**src/rtl/m_dmem_lsu_if.sv**
```systemverilog
// ---------------------------------------------------------------------------
// m_dmem_lsu_if
//   Bundle of every signal between a core memory stage, the load/store unit
//   and one port of the dual-port data memory. The member names are the
//   m_dmem_lsu port names, so the _i/_o suffixes are relative to the LSU.
//
//   Parameter
//     DMEM_ADDRW    word-address width of the dmem port (default `DMEM_ADDRW)
//
//   Core request    req_valid_i, req_ready_o, req_we_i, req_funct3_i,
//                   req_addr_i, req_wdata_i
//   Core response   rsp_valid_o, rsp_rdata_o, rsp_err_o
//   Memory port     dmem_re_o, dmem_we_o, dmem_addr_o, dmem_wdata_o,
//                   dmem_wstrb_o, dmem_rdata_i
//
//   Modports
//     slave   the LSU view (takes requests, drives the memory port)
//     master  the environment view (core plus memory)
// ---------------------------------------------------------------------------
`ifndef DMEM_ADDRW
`define DMEM_ADDRW 10
`endif

interface m_dmem_lsu_if #(
    parameter int DMEM_ADDRW = `DMEM_ADDRW
);
    logic                  req_valid_i;
    logic                  req_ready_o;
    logic                  req_we_i;
    logic [2:0]            req_funct3_i;
    logic [31:0]           req_addr_i;
    logic [31:0]           req_wdata_i;

    logic                  rsp_valid_o;
    logic [31:0]           rsp_rdata_o;
    logic                  rsp_err_o;

    logic                  dmem_re_o;
    logic                  dmem_we_o;
    logic [DMEM_ADDRW-1:0] dmem_addr_o;
    logic [31:0]           dmem_wdata_o;
    logic [3:0]            dmem_wstrb_o;
    logic [31:0]           dmem_rdata_i;

    modport slave (
        input  req_valid_i, req_we_i, req_funct3_i, req_addr_i, req_wdata_i,
        input  dmem_rdata_i,
        output req_ready_o, rsp_valid_o, rsp_rdata_o, rsp_err_o,
        output dmem_re_o, dmem_we_o, dmem_addr_o, dmem_wdata_o, dmem_wstrb_o
    );

    modport master (
        output req_valid_i, req_we_i, req_funct3_i, req_addr_i, req_wdata_i,
        output dmem_rdata_i,
        input  req_ready_o, rsp_valid_o, rsp_rdata_o, rsp_err_o,
        input  dmem_re_o, dmem_we_o, dmem_addr_o, dmem_wdata_o, dmem_wstrb_o
    );
endinterface

```
**src/rtl/m_dmem_lsu.sv**
```systemverilog
// ---------------------------------------------------------------------------
// m_dmem_lsu
//   Load/store initiator for one port of the dual-port data memory
//   (registered read, byte-strobe write). Takes RV32 load/store requests from
//   a core over a valid/ready handshake, drives the memory port, and returns
//   aligned, sign- or zero-extended load data as a one-cycle response pulse.
//
//   Parameters
//     DMEM_ADDRW    word-address width of the dmem port
//     DMEM_ENTRIES  number of 32-bit words; informational, addresses wrap
//                   modulo 2^DMEM_ADDRW
//
//   Ports
//     clk_i         single clock
//     rst_i         asynchronous, active-high reset
//     bus           m_dmem_lsu_if.slave: request, response and memory port
//
//   Configuration macro
//     DMEM_LSU_MISALIGN_EN  when defined, misaligned half/word accesses that
//                           cross a word boundary are split over two words
//                           (SECOND state). When undefined, any misaligned
//                           half/word access returns err without touching
//                           memory and no split hardware is built.
// ---------------------------------------------------------------------------
`ifndef DMEM_ADDRW
`define DMEM_ADDRW 10
`endif
`ifndef DMEM_ENTRIES
`define DMEM_ENTRIES (1 << `DMEM_ADDRW)
`endif

module m_dmem_lsu #(
    parameter int DMEM_ADDRW   = `DMEM_ADDRW,
    parameter int DMEM_ENTRIES = `DMEM_ENTRIES
) (
    input  logic         clk_i,
    input  logic         rst_i,
    m_dmem_lsu_if.slave  bus
);

    // ------------------------------------------------------------------
    // Request decode
    // ------------------------------------------------------------------
    logic                  accept;
    logic [1:0]            req_off;
    logic [DMEM_ADDRW-1:0] req_word;
    logic                  f3_legal;
    logic                  misaligned;
    logic                  req_legal;
    logic [3:0]            base_strb;
    logic [3:0]            strb_lo;
    logic [31:0]           wdata_lo;
`ifdef DMEM_LSU_MISALIGN_EN
    logic [7:0]            strb_wide;
    logic [63:0]           wdata_wide;
    logic [3:0]            strb_hi;
    logic [31:0]           wdata_hi;
    logic                  req_split;
`endif

    // Response registers
    logic                  rsp_valid_q;
    logic                  rsp_err_q;
    logic                  rsp_load_q;
    logic [1:0]            rsp_off_q;
    logic [2:0]            rsp_f3_q;

    // Memory-port drive, assembled combinationally
    logic                  dmem_re;
    logic                  dmem_we;
    logic [DMEM_ADDRW-1:0] dmem_addr;
    logic [31:0]           dmem_wdata;
    logic [3:0]            dmem_wstrb;

    // Response data path
    logic [31:0]           aligned_data;
    logic [31:0]           ext_data;
    logic [31:0]           rsp_rdata;

`ifdef DMEM_LSU_MISALIGN_EN
    typedef enum logic {
        IDLE   = 1'b0,
        SECOND = 1'b1
    } state_t;

    state_t                state_q;
    state_t                state_d;

    // Second half of a split access, captured at accept
    logic                  split_q;
    logic                  sec_we_q;
    logic [DMEM_ADDRW-1:0] sec_word_q;
    logic [3:0]            sec_strb_q;
    logic [31:0]           sec_wdata_q;
    logic [31:0]           lo_q;
    logic [31:0]           lo_word;
`endif

    // Address bits above the word index select nothing on this port.
    logic unused_addr_bits;
    assign unused_addr_bits = ^bus.req_addr_i[31:DMEM_ADDRW+2];

`ifdef DMEM_LSU_MISALIGN_EN
    assign bus.req_ready_o = (state_q == IDLE);
`else
    assign bus.req_ready_o = 1'b1;
`endif

    assign accept = bus.req_valid_i & bus.req_ready_o;

    // Classify the request and pre-shift store data/strobes into byte lanes.
    // Shifting into a 64-bit window puts the bytes that spill past the word
    // boundary into the upper half, which is exactly the second word's lanes.
    always_comb begin
        req_off  = bus.req_addr_i[1:0];
        req_word = bus.req_addr_i[DMEM_ADDRW+1:2];

        // Loads: LB LH LW LBU LHU. Stores: SB SH SW.
        if (bus.req_we_i) begin
            f3_legal = (bus.req_funct3_i[2] == 1'b0) && (bus.req_funct3_i[1:0] != 2'b11);
        end else begin
            f3_legal = (bus.req_funct3_i[1:0] != 2'b11) && (bus.req_funct3_i != 3'b110);
        end

        case (bus.req_funct3_i[1:0])
            2'b00: begin
                misaligned = 1'b0;
                base_strb  = 4'b0001;
            end
            2'b01: begin
                misaligned = req_off[0];
                base_strb  = 4'b0011;
            end
            default: begin
                misaligned = (req_off != 2'b00);
                base_strb  = 4'b1111;
            end
        endcase

`ifdef DMEM_LSU_MISALIGN_EN
        req_legal  = f3_legal;
        strb_wide  = {4'b0000, base_strb} << req_off;
        wdata_wide = {32'h0000_0000, bus.req_wdata_i} << {req_off, 3'b000};
        strb_lo    = strb_wide[3:0];
        strb_hi    = strb_wide[7:4];
        wdata_lo   = wdata_wide[31:0];
        wdata_hi   = wdata_wide[63:32];
        // A misaligned half at offset 1 still fits in one word, so only a
        // spill into the upper lanes forces a second access.
        req_split  = (strb_hi != 4'b0000);
`else
        req_legal  = f3_legal & ~misaligned;
        strb_lo    = base_strb << req_off;
        wdata_lo   = bus.req_wdata_i << {req_off, 3'b000};
`endif
    end

`ifdef DMEM_LSU_MISALIGN_EN
    // State register: reset aborts any split access, so a pending second
    // half is simply dropped.
    always_ff @(posedge clk_i or posedge rst_i) begin
        if (rst_i) begin
            state_q <= IDLE;
        end else begin
            state_q <= state_d;
        end
    end

    // Next state and memory-port drive. IDLE issues the first (or only)
    // access straight from the request; SECOND replays the captured upper
    // lanes at the following word.
    always_comb begin
        state_d    = state_q;
        dmem_re    = 1'b0;
        dmem_we    = 1'b0;
        dmem_addr  = '0;
        dmem_wdata = '0;
        dmem_wstrb = '0;
        case (state_q)
            IDLE: begin
                if (accept && req_legal) begin
                    dmem_re   = ~bus.req_we_i;
                    dmem_we   = bus.req_we_i;
                    dmem_addr = req_word;
                    if (bus.req_we_i) begin
                        dmem_wdata = wdata_lo;
                        dmem_wstrb = strb_lo;
                    end
                    if (req_split) begin
                        state_d = SECOND;
                    end
                end
            end
            SECOND: begin
                dmem_re   = ~sec_we_q;
                dmem_we   = sec_we_q;
                dmem_addr = sec_word_q;
                if (sec_we_q) begin
                    dmem_wdata = sec_wdata_q;
                    dmem_wstrb = sec_strb_q;
                end
                state_d = IDLE;
            end
            default: begin
                state_d = IDLE;
            end
        endcase
    end

    // Second-half bookkeeping. The low word of a split load arrives during
    // SECOND and is parked in lo_q until the high word shows up.
    always_ff @(posedge clk_i or posedge rst_i) begin
        if (rst_i) begin
            split_q     <= 1'b0;
            sec_we_q    <= 1'b0;
            sec_word_q  <= '0;
            sec_strb_q  <= '0;
            sec_wdata_q <= '0;
            lo_q        <= '0;
        end else begin
            if (accept) begin
                split_q     <= req_legal & req_split;
                sec_we_q    <= bus.req_we_i;
                sec_word_q  <= req_word + DMEM_ADDRW'(1);
                sec_strb_q  <= strb_hi;
                sec_wdata_q <= wdata_hi;
            end
            if (state_q == SECOND) begin
                lo_q <= bus.dmem_rdata_i;
            end
        end
    end
`else
    // Without split support every legal access completes in one memory cycle.
    always_comb begin
        dmem_re    = 1'b0;
        dmem_we    = 1'b0;
        dmem_addr  = '0;
        dmem_wdata = '0;
        dmem_wstrb = '0;
        if (accept && req_legal) begin
            dmem_re   = ~bus.req_we_i;
            dmem_we   = bus.req_we_i;
            dmem_addr = req_word;
            if (bus.req_we_i) begin
                dmem_wdata = wdata_lo;
                dmem_wstrb = strb_lo;
            end
        end
    end
`endif

    // Response timing and the fields needed to format load data. A split
    // access holds its pulse back one cycle; errors respond like aligned ones.
    always_ff @(posedge clk_i or posedge rst_i) begin
        if (rst_i) begin
            rsp_valid_q <= 1'b0;
            rsp_err_q   <= 1'b0;
            rsp_load_q  <= 1'b0;
            rsp_off_q   <= '0;
            rsp_f3_q    <= '0;
        end else begin
`ifdef DMEM_LSU_MISALIGN_EN
            rsp_valid_q <= (accept && !(req_legal && req_split)) || (state_q == SECOND);
`else
            rsp_valid_q <= accept;
`endif
            if (accept) begin
                rsp_err_q  <= ~req_legal;
                rsp_load_q <= ~bus.req_we_i;
                rsp_off_q  <= req_off;
                rsp_f3_q   <= bus.req_funct3_i;
            end
        end
    end

    // Load formatting: right-justify the addressed bytes, then extend.
    // For a split load the low bytes come from lo_q and the high bytes from
    // the word being returned now; the 64-bit shift merges them.
    always_comb begin
`ifdef DMEM_LSU_MISALIGN_EN
        lo_word      = split_q ? lo_q : bus.dmem_rdata_i;
        aligned_data = 32'({bus.dmem_rdata_i, lo_word} >> {rsp_off_q, 3'b000});
`else
        aligned_data = bus.dmem_rdata_i >> {rsp_off_q, 3'b000};
`endif
        case (rsp_f3_q[1:0])
            2'b00: ext_data = rsp_f3_q[2] ? {24'h000000, aligned_data[7:0]}
                                          : {{24{aligned_data[7]}}, aligned_data[7:0]};
            2'b01: ext_data = rsp_f3_q[2] ? {16'h0000, aligned_data[15:0]}
                                          : {{16{aligned_data[15]}}, aligned_data[15:0]};
            default: ext_data = aligned_data;
        endcase
        rsp_rdata = (rsp_valid_q && rsp_load_q && !rsp_err_q) ? ext_data : 32'h0000_0000;
    end

    assign bus.rsp_valid_o  = rsp_valid_q;
    assign bus.rsp_err_o    = rsp_valid_q & rsp_err_q;
    assign bus.rsp_rdata_o  = rsp_rdata;

    assign bus.dmem_re_o    = dmem_re;
    assign bus.dmem_we_o    = dmem_we;
    assign bus.dmem_addr_o  = dmem_addr;
    assign bus.dmem_wdata_o = dmem_wdata;
    assign bus.dmem_wstrb_o = dmem_wstrb;

endmodule

```
**src/flat_wrapper.sv**
```systemverilog
// flat-port wrapper written by rule: the top's interface ports become plain ports
module m_dmem_lsu_flat 
#(
    parameter int DMEM_ADDRW   = `DMEM_ADDRW,
    parameter int DMEM_ENTRIES = `DMEM_ENTRIES
)
  (clk_i, rst_i, bus_req_valid_i, bus_req_we_i, bus_req_funct3_i, bus_req_addr_i, bus_req_wdata_i, bus_dmem_rdata_i, bus_req_ready_o, bus_rsp_valid_o, bus_rsp_rdata_o, bus_rsp_err_o, bus_dmem_re_o, bus_dmem_we_o, bus_dmem_addr_o, bus_dmem_wdata_o, bus_dmem_wstrb_o);
  m_dmem_lsu_if #(.DMEM_ADDRW(DMEM_ADDRW)) bus_i ();
  input  logic clk_i;
  input  logic rst_i;
  input wire logic [$bits(bus_i.req_valid_i)-1:0] bus_req_valid_i;
  input wire logic [$bits(bus_i.req_we_i)-1:0] bus_req_we_i;
  input wire logic [$bits(bus_i.req_funct3_i)-1:0] bus_req_funct3_i;
  input wire logic [$bits(bus_i.req_addr_i)-1:0] bus_req_addr_i;
  input wire logic [$bits(bus_i.req_wdata_i)-1:0] bus_req_wdata_i;
  input wire logic [$bits(bus_i.dmem_rdata_i)-1:0] bus_dmem_rdata_i;
  output wire logic [$bits(bus_i.req_ready_o)-1:0] bus_req_ready_o;
  output wire logic [$bits(bus_i.rsp_valid_o)-1:0] bus_rsp_valid_o;
  output wire logic [$bits(bus_i.rsp_rdata_o)-1:0] bus_rsp_rdata_o;
  output wire logic [$bits(bus_i.rsp_err_o)-1:0] bus_rsp_err_o;
  output wire logic [$bits(bus_i.dmem_re_o)-1:0] bus_dmem_re_o;
  output wire logic [$bits(bus_i.dmem_we_o)-1:0] bus_dmem_we_o;
  output wire logic [$bits(bus_i.dmem_addr_o)-1:0] bus_dmem_addr_o;
  output wire logic [$bits(bus_i.dmem_wdata_o)-1:0] bus_dmem_wdata_o;
  output wire logic [$bits(bus_i.dmem_wstrb_o)-1:0] bus_dmem_wstrb_o;
  assign bus_i.req_valid_i = bus_req_valid_i;
  assign bus_i.req_we_i = bus_req_we_i;
  assign bus_i.req_funct3_i = bus_req_funct3_i;
  assign bus_i.req_addr_i = bus_req_addr_i;
  assign bus_i.req_wdata_i = bus_req_wdata_i;
  assign bus_i.dmem_rdata_i = bus_dmem_rdata_i;
  assign bus_req_ready_o = bus_i.req_ready_o;
  assign bus_rsp_valid_o = bus_i.rsp_valid_o;
  assign bus_rsp_rdata_o = bus_i.rsp_rdata_o;
  assign bus_rsp_err_o = bus_i.rsp_err_o;
  assign bus_dmem_re_o = bus_i.dmem_re_o;
  assign bus_dmem_we_o = bus_i.dmem_we_o;
  assign bus_dmem_addr_o = bus_i.dmem_addr_o;
  assign bus_dmem_wdata_o = bus_i.dmem_wdata_o;
  assign bus_dmem_wstrb_o = bus_i.dmem_wstrb_o;
  m_dmem_lsu #(.DMEM_ADDRW(DMEM_ADDRW), .DMEM_ENTRIES(DMEM_ENTRIES)) u_core (.clk_i(clk_i), .rst_i(rst_i), .bus(bus_i));
endmodule
```
**config.mk**
```make
export PLATFORM = sky130hd
export DESIGN_NAME = m_dmem_lsu_flat
export DESIGN_NICKNAME = d
export VERILOG_FILES = /design/src/rtl/m_dmem_lsu_if.sv /design/src/rtl/m_dmem_lsu.sv /design/src/flat_wrapper.sv
export SDC_FILE = /design/constraint.sdc
export NUM_CORES = 1
export LEC_CHECK = 0
export CAP_MARGIN = 0
export CORE_UTILIZATION = 30
export DETAILED_ROUTE_END_ITERATION = 7
export PLACE_DENSITY = 0.87
export REMOVE_ABC_BUFFERS = 1
export SLEW_MARGIN = 0
export SYNTH_ARGS = -nofsm -noshare
export SYNTH_HDL_FRONTEND = slang
export SYNTH_SLANG_ARGS = --single-unit
```
**constraint.sdc**
```tcl
create_clock -name clk_i -period 2.1 [get_ports clk_i]
set_input_delay 0.525 -clock clk_i [delete_from_list [all_inputs] [get_ports clk_i]]
set_output_delay 0.525 -clock clk_i [all_outputs]
set_load 0.005 [all_outputs]
```
# Word-level counts from Yosys, hierarchy flattened
# Cells that the tools add are included.
# totals
out_inout_bits,83
mem_bits_ro,0
input_bits,103
memories,0
register_bits,8
latch_bits,0
ram_bits,0
# classes
addsub,0
n_mux,14
div,0
eq_ne,4
bitwise,6
reduce_logical,9
mul,0
n_lt_le_gt_ge,0
shift,3
# ops
operator,n
$mux W32,5
$pmux W32 S2,1
$shl A32 B5 Y32,1
$shr A32 B5 Y32,1
$mux W10,1
$mux W4,2
$pmux W4 S2,1
$logic_and A1 B1 Y1,5
$eq A2 B1 Y1 const B,2
$logic_not A2 Y1,2
$not A1 Y1,4
$shl A4 B2 Y4,1
$mux W1,3
$ne A3 B3 Y1 const B,1
$and A1 B1 Y1,2
$ne A2 B2 Y1 const B,1
$pmux W1 S2,1
$reduce_bool A2 Y1,1
$logic_not A1 Y1,1

# Logic depth before layout (Yosys ltp)
# depth
depth_word,6
ltp_mapped,5
mapped_depth_nobuf,3

# Worst setup path after synthesis
# OpenSTA, ideal clock, no wires.
# synth_path
path_kind,input to output
from,in bus_dmem_rdata_i[31]
to,out bus_rsp_rdata_o[21]
cell_stages,4
required_time_ps,1575
path_buffers,1
t_arrival_ps,1510
setup_slack_ps,65
cell_sequence,mux4_2 > o22ai_4 > buf_6 > o22ai_1
# synth_via
elab_chain_cells,4
# synth_lines
item,line,text
"start, declared",flat_wrapper.sv:16,input wire logic [$bits(bus_i.dmem_rdata_i)-1:0] bus_dmem_rdata_i;
$shr A32 B5 Y32 *,m_dmem_lsu.sv:285,"aligned_data = bus.dmem_rdata_i >> {rsp_off_q, 3'b000};"
"$mux W32, on equally long branches","m_dmem_lsu.sv:290, m_dmem_lsu.sv:288",
$pmux W32 S2 *,m_dmem_lsu.sv:287,case (rsp_f3_q[1:0])
$mux W32 *,m_dmem_lsu.sv:294,rsp_rdata = (rsp_valid_q && rsp_load_q && !rsp_err_q) ? ext_data : 32'h0000_0000;
"end, declared",flat_wrapper.sv:19,output wire logic [$bits(bus_i.rsp_rdata_o)-1:0] bus_rsp_rdata_o;
# Every way passes the cells marked *; elsewhere a longest branch is shown, timed or not.

# Final worst setup path
# layout_path
from,reg u_core.rsp_off_q[0]
to,out bus_rsp_rdata_o[13]
# layout_via
elab_chain_cells,4
# layout_lines
item,line,text
"start, declared",m_dmem_lsu.sv:65,logic [1:0] rsp_off_q;
"start signal, assigned",m_dmem_lsu.sv:271,rsp_off_q <= req_off;
$shr A32 B5 Y32 *,m_dmem_lsu.sv:285,
"$mux W32, on equally long branches","m_dmem_lsu.sv:290, m_dmem_lsu.sv:288",
$pmux W32 S2 *,m_dmem_lsu.sv:287,
$mux W32 *,m_dmem_lsu.sv:294,
# Marks and branches as above.

==> summary.txt <==
Route
  – DR vias: 3211
  – WL/cell: 19.6 microns
  – Antenna Nets Post-Route: 0
  – Routed WL: 11200 microns
  – DR vias/cell: 5.59
  – Initial DRC Count: 95
  – Drc violations: 0
  – First drt pass iteration count: 4

Worst setup path
  – CP startpoint: u_core.rsp_off_q[0]
  – R2R Setup Slk: 1170 ps
  – Setup crit start kind: register
  – CP bufs+invs: 3
  – Worst path arrival time: 1890 ps
  – Instance count on the critical path: 6
  – CP top delay family: buffers and inverters
  – Peak fanout along the critical path: 15
  – CP peak stage delay: 380 ps
  – CP Cell Sequence: buf_6 > buf_12 > mux2_2 > a221oi_1 > nor3_2 > buf_2
  – CP Class: register to primary output
  – Worst reg2reg path endpoint: u_core.rsp_off_q[0]
  – CP max stage cell: dfrtp_1
  – Req. time, crit path: 1570 ps
  – R2R depth: 2
  – Crit. End Element: primary output
  – FF-to-FF Start: u_core.rsp_off_q[0]

STA
  – Setup violators final: 72
  – Final min period: 2420 ps
  – RSZ-0062 raised after global routing: yes
  – Clk_skew: 0 ps
  – Fmax: 0.413 GHz
  – Final WS setup: -319 ps
  – Fin crit share: 115%
  – Max Transition Viols Final: 0
  – Fin. Hold Viols: 0

Hold path
  – Min-Delay Path Class: input port to async pin

Run status
  – Failing checks: setup timing
  – Outcome: finished, violations left

GRT
  – Largest net degree at the start of global routing: 22
  – Overall Global Routing Usage: 31.1%
  – Vias in the first global route: 3292
  – Initial antenna violation count: 0
  – First-pass GRT wire length: 15600 microns
  – GRT Residual Overflow: 0

Power and ir drop
  – Pleak: 0.00224 uW
  – Post-layout total power: 1380 uW
  – VDD IR max: 0.000241 V
  – PD cells: 283 mW/mm^2

Clock network
  – Clock transition at the registers of the reported paths: 40 ps
  – Worst-Skew Late Latency: 220 ps
  – Clock tree root buffer cell: clkbuf_8
  – CTS tree: done
  – Clock net sink count: 8
  – Num CTS Buffers: 3
  – CTS max path bufs: 2
  – H-Tree Level Count: 1

Cells and area
  – Nets: 604
  – Layout cells sized above 1: 65.5%
  – Fillcell total: 329
  – Final std cells w/o fill: 574
  – Area Overhead vs Synth: 167%
  – Antenna diodes: 0

Synthesis
  – Seq/Total Area, Yosys: 11.0%
  – Area contributors post-synth: a211oi_1, mux2_2, dfrtp_1
  – Post-synth EDFFs: 0
  – Most common cell in the netlist: a211oi_1
  – Ys async rst share: 100%
  – Mapped cell area: 0.00183 sq mm
  – Post-synth top area cell: a211oi_1
  – Post-synth top cells: a211oi_1, nor2_1, mux2_2, nor2b_1
  – Mean post-synth cell area: 7.61 sq um
  – Synth warnings: 0
  – Post-synth top area share: 12.3%
  – Main synth FF type: dfrtp_1
  – Yosys cell types: 37
  – Post-synthesis instance total: 240
  – Synth Register Bits: 8

Place
  – # port buffers: 164
  – Final GP Congestion: 0.810
  – DP Cell Count: 522
  – Post-DP HPWL: 6420 microns

Flow run
  – Max Cap Violations: 0

Die
  – Initial cell density of the core: 31.0%
  – Num rows: 28
  – Core ar.: 0.00589 sq mm
  – Die area: 0.00640 sq mm
  – Die H: 80.0 microns
  – Die Wd: 80.0 microns
  – Ports: 186
==> through the flow <==
| step | cell area, sq um | hold WS, ps | setup TNS (ps) | util, % | worst slack (ps) |
|---|---|---|---|---|---|
| 2_1_floorplan | 1690 | 341 | -6850 | - | -312 |
| 3_3_place_gp | 3950 | 537 | -60810 | 67.1 | -896 |
| 3_5_place_dp | 3950 | 560 | -64080 | 67.1 | -988 |
| 4_1_cts | 4630 | 545 | -15280 | 78.7 | -378 |
| 5_1_grt | 4880 | 579 | -17110 | 83.0 | -399 |
| 6_report | 4880 | 542 | -12950 | 83.0 | -319 |
==> sequential cells by signal, indices dropped and copies added, names as in the netlist <==
name,count
u_core.bus.rsp_valid_o,1
u_core.rsp_err_q,1
u_core.rsp_f3_q,3
u_core.rsp_load_q,1
u_core.rsp_off_q,2
==> power breakdown <==
| part | switching (uW) | internal [uW] |
|---|---|---|
| registers | 10.1 | 169 |
| logic | 459 | 566 |
| clock network | 55.0 | 124 |
==> worst max-delay path by stage <==
stage	endpoint	slack, ps
6_report	bus_rsp_rdata_o[13]	-320
5_1_grt	bus_rsp_rdata_o[10]	-400
4_1_cts	bus_rsp_rdata_o[22]	-380
3_5_place_dp	bus_dmem_wdata_o[7]	-990
3_3_place_gp	bus_dmem_wdata_o[4]	-900
2_1_floorplan	bus_rsp_rdata_o[16]	-310
==> metal layers <==
metal | global-route usage (%) | part of all wire, % | up-vias
li1 | - | - | 1424
met1 | 30.5 | 34 | 1520
met2 | 62.2 | 53 | 223
met3 | 5.03 | 8.5 | 44
met4 | 14.1 | 3.7 | 0
met5 | 0 | 0 | -
==> area by class of cell <==
cell class                      count  area, sq um  area share [%]
Timing Repair Buffer              279         2480            50.7
Inverter                           15         56.3            1.15
Multi-Input combinational cell    194         2010            41.2
Clock buffer                        3         41.3           0.846
Sequential cell                     8          200            4.10
Tap cell                           75         93.8            1.92
==> logic make-up (layout without fill, tap and decap cells) <==
kind of cell | count (synthesis) | in the layout | share of synthesized area, %
other cells | 1 | 1 | 0.205
buf+inv | 39 | 297 | 10.3
simple gates | 80 | 80 | 25.0
flops | 8 | 8 | 11.0
mux | 36 | 36 | 21.7
compound gates | 76 | 77 | 31.7
==> what timing repair did <==
item / 4_1_cts / 5_1_grt
gates resized for setup: 490 / 70
endpoints found under the setup margin: 80 / 77
gates cloned: 4 / 0
buffers inserted: 45 / 7
pin swaps: 56 / 27
hold endpoints to repair: 0 / 0
hold buffers: 0 / 0
==> placed cells by master (no fill, tap or decap), types with 3 or more instances in the layout <==
master           synthesis  layout
a22oi_1                  8       4
inv_1                   13      12
buf_8                    0       4
dlygate4sd2_1            0       5
nor2_2                   0       5
nor2b_2                  0       3
buf_6                    3      63
clkbuf_8                 0       3
clkdlybuf4s50_1          0      67
mux2_2                  19      18
nor2b_4                  0       4
nor3_4                   0       4
a221oi_2                 0       5
o21ai_0                  4       3
buf_4                    2      57
buf_2                   10      71
nor2_4                   0      11
buf_12                   0       5
o22ai_4                  1       4
a221oi_1                 8       3
mux2i_1                 16      15
nor3_2                   1       5
a211oi_1                30      15
o22ai_2                  0      11
and2_4                   0      10
nor2b_1                 19      12
a22oi_2                  0       4
nor2_1                  24       8
dfrtp_1                  8       8
nor3b_2                  0       8
a211oi_2                 0      14
No activity file was read; power rests on OpenSTA's default activity.
